`config.mk`:
```
export PLATFORM = sky130hd
export DESIGN_NAME = llc_dma_initiator
export DESIGN_NICKNAME = d
export VERILOG_FILES = /design/src/rtl/llc_dma_initiator.sv
export SDC_FILE = /design/constraint.sdc
export NUM_CORES = 1
export LEC_CHECK = 0
export BUFFER_PORTS_ARGS = -buffer_cell sky130_fd_sc_hd__buf_2
export CAP_MARGIN = 20
export CORE_AREA = 2 2 233 235
export DETAILED_ROUTE_END_ITERATION = 6
export DIE_AREA = 0 0 235 237
export HOLD_SLACK_MARGIN = 0.02
export PLACE_DENSITY = 0.4
export SLEW_MARGIN = 20
export SYNTH_ARGS = -nofsm -noshare
export SYNTH_HDL_FRONTEND = slang
export SYNTH_SLANG_ARGS = --single-unit
```
`constraint.sdc`:
```
create_clock -name clk -period 3.1 [get_ports clk]
set_clock_uncertainty 0.15 [all_clocks]
set_input_delay 0.465 -clock clk [delete_from_list [all_inputs] [get_ports clk]]
set_output_delay 0.465 -clock clk [all_outputs]
set_load 0.1 [all_outputs]
```
`src/rtl/llc_dma_initiator.sv`:
```
// Burst DMA initiator: splits a line-granular read/write command into per-line LLC
// requests, bounds requests in flight, and forwards read data to the line stream.
module llc_dma_initiator #(
  parameter int ADDR_W  = 28,
  parameter int LINE_W  = 128,
  parameter int LEN_W   = 16,
  parameter int MAX_OUT = 4
) (
  input  logic              clk,
  input  logic              rst,
  input  logic              cmd_valid,
  output logic              cmd_ready,
  input  logic              cmd_write,
  input  logic [ADDR_W-1:0] cmd_addr,
  input  logic [LEN_W-1:0]  cmd_len,
  input  logic              wdata_valid,
  output logic              wdata_ready,
  input  logic [LINE_W-1:0] wdata,
  output logic              req_valid,
  input  logic              req_ready,
  output logic              req_write,
  output logic [ADDR_W-1:0] req_addr,
  output logic [LINE_W-1:0] req_line,
  input  logic              rsp_valid,
  output logic              rsp_ready,
  input  logic [LINE_W-1:0] rsp_line,
  output logic              rdata_valid,
  input  logic              rdata_ready,
  output logic [LINE_W-1:0] rdata,
  output logic              busy,
  output logic              done
);

  localparam int OUT_W = $clog2(MAX_OUT) + 1;

  typedef enum logic [1:0] {IDLE, ISSUE, DRAIN, DONE} state_t;

  state_t             state, state_nxt;
  logic               wr_q;
  logic [ADDR_W-1:0]  addr_q;
  logic [LEN_W-1:0]   len_q;
  logic [LEN_W-1:0]   issued;
  logic [LEN_W-1:0]   received;
  logic [OUT_W-1:0]   outstanding;
  logic [OUT_W-1:0]   out_nxt;
  logic [LEN_W-1:0]   issued_inc;
  logic [LEN_W-1:0]   received_inc;
  logic               cmd_fire;
  logic               req_fire;
  logic               rsp_fire;
  logic               active;
  logic               last_req;
  logic               last_rsp;

  assign issued_inc   = issued + LEN_W'(1);
  assign received_inc = received + LEN_W'(1);
  assign cmd_fire     = cmd_valid & cmd_ready;
  assign req_fire     = req_valid & req_ready;
  assign rsp_fire     = rsp_valid & rsp_ready;
  assign last_req     = req_fire & (issued_inc == len_q);
  assign last_rsp     = rsp_fire & (received_inc == len_q);

  always_comb begin
    state_nxt   = state;
    active      = (state == ISSUE) || (state == DRAIN);
    cmd_ready   = (state == IDLE);
    busy        = active;
    done        = (state == DONE);
    req_valid   = (state == ISSUE) && (issued < len_q) &&
                  (outstanding < OUT_W'(MAX_OUT)) && (!wr_q || wdata_valid);
    req_write   = wr_q;
    req_addr    = addr_q;
    req_line    = wr_q ? wdata : '0;
    wdata_ready = wr_q & req_valid & req_ready;
    // Read responses pass straight through; write acks are always accepted.
    rsp_ready   = active && (wr_q || rdata_ready);
    rdata_valid = active && !wr_q && rsp_valid;
    rdata       = (active && !wr_q) ? rsp_line : '0;

    case (state)
      IDLE: begin
        if (cmd_valid) state_nxt = (cmd_len == '0) ? DONE : ISSUE;
      end
      ISSUE: begin
        if (last_rsp)      state_nxt = DONE;
        else if (last_req) state_nxt = DRAIN;
      end
      DRAIN: begin
        if (last_rsp) state_nxt = DONE;
      end
      DONE: begin
        state_nxt = IDLE;
      end
      default: begin
        state_nxt = IDLE;
      end
    endcase
  end

  // A simultaneous request and response leaves the in-flight count unchanged.
  always_comb begin
    out_nxt = outstanding;
    case ({req_fire, rsp_fire})
      2'b10:   out_nxt = outstanding + OUT_W'(1);
      2'b01:   out_nxt = (outstanding == '0) ? outstanding : outstanding - OUT_W'(1);
      default: out_nxt = outstanding;
    endcase
  end

  always_ff @(posedge clk or negedge rst) begin
    if (!rst) begin
      state       <= IDLE;
      wr_q        <= 1'b0;
      addr_q      <= '0;
      len_q       <= '0;
      issued      <= '0;
      received    <= '0;
      outstanding <= '0;
    end else begin
      state <= state_nxt;
      if (cmd_fire) begin
        wr_q        <= cmd_write;
        addr_q      <= cmd_addr;
        len_q       <= cmd_len;
        issued      <= '0;
        received    <= '0;
        outstanding <= '0;
      end else begin
        if (req_fire) begin
          addr_q <= addr_q + ADDR_W'(1);
          issued <= issued_inc;
        end
        if (rsp_fire) received <= received_inc;
        outstanding <= out_nxt;
      end
    end
  end

endmodule

```
# ---- Word-level counts from Yosys, hierarchy flattened
# Cells that the tools add are included.
dict set report op_classes {
  n_mux 17
  magnitude_cmp 2
  add_sub_neg 5
  reduce_logical 18
  bitwise_logic 7
  n_eq_ne 11
}
# cell count
set op_table {}
lappend op_table {{128-bit 2-to-1 mux} 2}
lappend op_table {{16-bit 2-to-1 mux} 4}
lappend op_table {{28-bit 2-to-1 mux} 2}
lappend op_table {{16-bit by 1-bit adder with 16-bit output, second input constant} 2}
lappend op_table {{16-bit == test} 2}
lappend op_table {{28-bit by 1-bit adder with 28-bit output, second input constant} 1}
lappend op_table {{16-bit logical NOT} 1}
lappend op_table {{16-bit less-than comparator} 1}
lappend op_table {{2-bit 2-to-1 mux} 5}
lappend op_table {{2-bit case mux with 4 select lines} 1}
lappend op_table {{1-bit bitwise AND} 7}
lappend op_table {{2-bit == test, second input constant} 3}
lappend op_table {{1-bit logical AND} 6}
lappend op_table {{3-bit 2-to-1 mux} 2}
lappend op_table {{3-bit inequality test, second input constant} 2}
lappend op_table {{3-bit case mux with 2 select lines} 1}
lappend op_table {{2-bit by 1-bit == test with 1-bit output, second input constant} 2}
lappend op_table {{2-bit inequality test, second input constant} 2}
lappend op_table {{2-bit nonzero test} 2}
lappend op_table {{3-bit by 1-bit adder with 3-bit output, second input constant} 1}
lappend op_table {{3-bit logical NOT} 1}
lappend op_table {{1-bit logical OR} 3}
lappend op_table {{3-bit less-than comparator, second input constant} 1}
lappend op_table {{3-bit AND reduction} 1}
lappend op_table {{other kinds (5)} 5}
dict set report word_totals {
  ff_bits 82
  word_cells 67
}

# ---- Logic depth before layout (Yosys ltp)
dict set report depth {
  ltp_word 9
  depth_mapped 11
  mapped_depth_nobuf 11
}

# ---- Least setup slack after synthesis
# OpenSTA, ideal clock, no wires.
dict set report synth_path {
  path_kind {register -> register}
  startpoint {register state[0]}
  endpoint {register outstanding[1]}
  setup_slack_ps -629
  path_buffers 0
  required_ps 2818
  arrival_time_ps 3447
  stages_incl_launch_ff 10
  setup_ps 132
  path_cell_list {dfrtp_1 inv_1 ha_1 o21a_1 and2_0 o21ai_0 inv_1 fa_1 a32oi_1 nor2_1}
}
dict set report synth_between {
  word_cells_on_any_way 18
}
# element line_no
set synth_rtl {}
lappend synth_rtl {{start: declaration} 38} ;# state_t state, state_nxt;
lappend synth_rtl {{start signal: assignment} 120} ;# state <= state_nxt;
lappend synth_rtl {{2-bit by 1-bit == test with 1-bit output or 2-bit == test (tied branches)} 65} ;# active = (state == ISSUE) || (state == DRAIN);
lappend synth_rtl {{1-bit logical OR *} 65}
lappend synth_rtl {{named net busy} 30} ;# output logic busy,
lappend synth_rtl {{1-bit logical AND *} 76} ;# rsp_ready = active && (wr_q || rdata_ready);
lappend synth_rtl {{named net rsp_ready} 25} ;# output logic rsp_ready,
lappend synth_rtl {{1-bit bitwise AND *} 59} ;# assign rsp_fire = rsp_valid & rsp_ready;
lappend synth_rtl {{2-bit by 1-bit == test with 1-bit output or 2-bit == test (tied branches)} 103} ;# case ({req_fire, rsp_fire})
lappend synth_rtl {{3-bit case mux with 2 select lines, or another cell as far along} 103}
lappend synth_rtl {{3-bit 2-to-1 mux or 2-bit AND reduction (tied branches)} n/a}
lappend synth_rtl {{end signal: assignment} 134} ;# outstanding <= out_nxt;
lappend synth_rtl {{end: declaration} 44} ;# logic [OUT_W-1:0] outstanding;
# The timed path passes the listed nets; every way through them passes the cells marked *.
# A chain may end at the register's enable or synchronous reset.

# ---- Final worst setup path
dict set report layout_path {
  startpoint {register issued[1]}
  endpoint {output wdata_ready}
}
dict set report layout_between {
  elab_chain_cells 6
}
# element line_no
set layout_rtl {}
lappend layout_rtl {{start: declaration} 42} ;# logic [LEN_W-1:0] issued;
lappend layout_rtl {{start signal: assignment} 131} ;# issued <= issued_inc;
lappend layout_rtl {{16-bit less-than comparator} 69} ;# req_valid = (state == ISSUE) && (issued < len_q) &&
lappend layout_rtl {{1-bit logical AND (2 in series)} 69}
lappend layout_rtl {{1-bit logical AND} 70} ;# (outstanding < OUT_W'(MAX_OUT)) && (!wr_q || wdata_valid);
lappend layout_rtl {{1-bit bitwise AND (2 in series)} 74} ;# wdata_ready = wr_q & req_valid & req_ready;
lappend layout_rtl {{end: declaration} 17} ;# output logic wdata_ready,
# No other way between the ends.

==> run_results.csv <==
group,metric,value,unit
run_status,status,"complete, but fails checks",
run_status,violations,"negative setup slack",
floorplan,ios,600,
layout,syn_to_final_growth,108,%
synthesis,synth-async-reset-ratio,1.00,
critical_path,r2r_slack,0.01,ns
synthesis,yosys_warnings,0,
timing,setup_violations,1,
global_routing,antenna_found_initial,38,
flow_run,max_cap_viol_count,0,
floorplan,die_y,237,um
min_path,hold_class,"in -> async",
layout,area.sequential,2060,um2
floorplan,row_count,85,
drt,antenna_left,0,
global_routing,grt_max_degree,124,
timing,hold_viol,0,
floorplan,die_w,235,um
drt,viasPerCell,4.30,
floorplan,dieArea,55700,um2
placed_design,pre_cts_ws,-0.121,ns
global_routing,grt.total_usage,0.232,
drt,vias,9866,
synthesis,synth.distinct_cells,65,
drt,wl,67000,um
layout,final_core_util,0.286,
clock_network,clkLatencyLatePin,0.35,ns
drt,dr.pass1.iters,7,
clock_network,tritoncts,"done",
floorplan,initial_utilization,0.138,
clock_network,clk_pin_slew,0.07,ns
synthesis,syn-cell-area,7340,um2
drt,drtIter0Drc,821,
critical_path,ff2ff_path_depth,10,
drt,drc,0,
clock_network,clk_root_buffer_cell,"clkbuf_16",
layout,multi_input_area,5220,um2
clock_network,cts_made_buffers,9,
synthesis,ys_ff_latch,82,
synthesis,synth_edf_count,0,
synthesis,synth.area.top_cells,"dfrtp_1 (28%), and2_1 (22%), xnor2_1 (6.2%), nand2_1 (4.6%), xor2_1 (4.4%)",
synthesis,ys.flop_type,"dfrtp_1",
timing,fmax,0.319,GHz
global_routing,grt_pass1_wl,89000,um
timing,worst_slew_pin_slew,0.749,ns
synthesis,seq_area_frac_synth,0.280,
timing,fin_crit_sh,1.01,
critical_path,critPathArrivalTime,2.52,ns
clock_network,cts-hold-fix-buffers,0,
placed_design,dp_hpwl,58900,um
drt,wire_per_inst,29.2,um
layout,most-common-layout-cells,"buf_2 (401), buf_12 (202), and2_1 (148)",
placed_design,gp_congestion,0.910,
critical_path,r2r_end,"state[0]$_DFFE_PN0P_",
clock_network,htreeDepth,3,
synthesis,syn_area_per_cell,7.75,um2
layout,final_nets,1907,
layout,filler_cell_count,5707,
critical_path,required,2.48,ns
timing,fin_ws,-0.0330,ns
clock_network,cts_buffer_depth,2,
global_routing,grt_pass1_vias,10100,
critical_path,worstPathMaxFanout,4,
synthesis,syn_inst,947,
critical_path,start_kind,"flip-flop",
clock_network,clock-sinks,82,
timing,slew_headroom,0.501,
synthesis,synth_area_leader_cell,"dfrtp_1",
timing,period_minus_slack,3.13,ns
layout,drive_gt1_frac,0.541,
timing,slew_viol_final,0,
placed_design,port_buffers,599,
critical_path,timing.rr.start,"issued[1]$_DFFE_PN0P_",
global_routing,overflow,0,
critical_path,endpoint_kind,"output pin",
floorplan,core_area,53300,um2
synthesis,synth_fp_nets,1279,
synthesis,synthDominantCellAreaShare,0.280,
layout,final_common_cell,"buf_2",
timing,rsz0062_at_grt,"yes",
critical_path,path_class,"reg -> out",
==> Yosys cell counts, types with 2 or more instances <==
cell       instances
buf_2             10
o21a_1             4
o2111ai_1          4
or2_2              2
xnor2_1           52
nand3_1           25
nor2b_1            3
a32oi_1            2
nand4_1           20
a2111oi_4          2
a41oi_1            2
inv_1             32
o31ai_1            3
o21ai_0           57
nor4b_1            2
nor2_1            65
a21oi_1           12
ha_1              23
nor3b_1            5
a31oi_1            4
nor4_1             8
and3_2             3
or3_1              5
and3_1            11
o211ai_1           7
and4_1             3
xor2_1            37
a2111oi_0          3
clkbuf_1          49
or4_1              5
dfrtp_1           82
o22ai_1            3
and2_0             2
buf_1              3
nor3_1            19
nor4_2             2
nand2_1           90
and2_1           259
==> cell families after synthesis <==
logic type	Yosys count	synth area share
xor gates and xnor gates	89	0.106
buffers and inverters	95	0.0513
muxes	3	0.00494
DFF	82	0.280
AOI/OAI and AO/OA	117	0.106
and+or+nand+nor	537	0.410
adders and majority gates	24	0.0420
==> registers in the layout, indices dropped and copies added (netlist names) <==
name         flops
received        16
req_addr        28
state            2
req_write        1
outstanding      3
issued          16
len_q           16
==> metal layers <==
layer,GRT usage,part of all wire,vias up
met3,0.127,0.14,65
met5,0,0.00085,-
met4,0.0299,0.011,10
li1,-,-,4421
met1,0.298,0.41,4831
met2,0.348,0.44,539
==> worst max-delay path by stage <==
stage | start | endpoint | slack (ns) | cells past startpoint
2_1_floorplan | state[0]$_DFFE_PN0P_ | outstanding[2]$_DFFE_PN0P_ | -0.1 | 9
3_3_place_gp | len_q[11]$_DFFE_PN0P_ | outstanding[2]$_DFFE_PN0P_ | -0.04 | 11
3_5_place_dp | len_q[11]$_DFFE_PN0P_ | outstanding[2]$_DFFE_PN0P_ | -0.12 | 11
4_1_cts | issued[1]$_DFFE_PN0P_ | wdata_ready | -0.07 | 10
5_1_grt | issued[1]$_DFFE_PN0P_ | wdata_ready | -0.12 | 10
6_report | issued[1]$_DFFE_PN0P_ | wdata_ready | -0.03 | 10
==> area by class of cell <==
class,instances,area share
Inverter,32,0.00787
Tap cell,696,0.0571
Clock buffer,12,0.0175
Clock inverter,4,0.00205
Sequential cell,82,0.135
Timing Repair Buffer,680,0.436
Multi-Input combinational cell,770,0.342
Antenna cell,18,0.00295
==> per-stage QoR <==
step                setup TNS, ns  cells  cell area [um2]  hold WS, ns
floorplan                  -0.196    947             7480       0.0194
global placement          -0.0360   2248            14600        0.392
detailed placement         -0.400   2248            14600        0.406
CTS                       -0.0740   2267            15000       0.0648
global route               -0.360   2280            15200       0.0873
finish                    -0.0330   2294            15300       0.0332
==> timing repair <==
item / 4_1_cts / 5_1_grt
endpoints found under the setup margin: 12 / 66
resized for setup: 14 / 29
setup buffers: 3 / 10
pin swaps: 6 / 14
==> worst max-delay path, stage by stage (launching register included) <==
cell and delay (ns):
dfrtp_1 0.40, buf_6 0.13, ha_4 0.25, nor2b_4 0.12, o211ai_1 0.09, a21o_1 0.20, a2111oi_4 0.43, buf_4 0.21
nor2_4 0.05, and2_4 0.14, buf_12 0.16
Power is left out: the tool's default activity adds up to more than one toggle a clock period on the data nets, which glitch-free logic cannot reach.
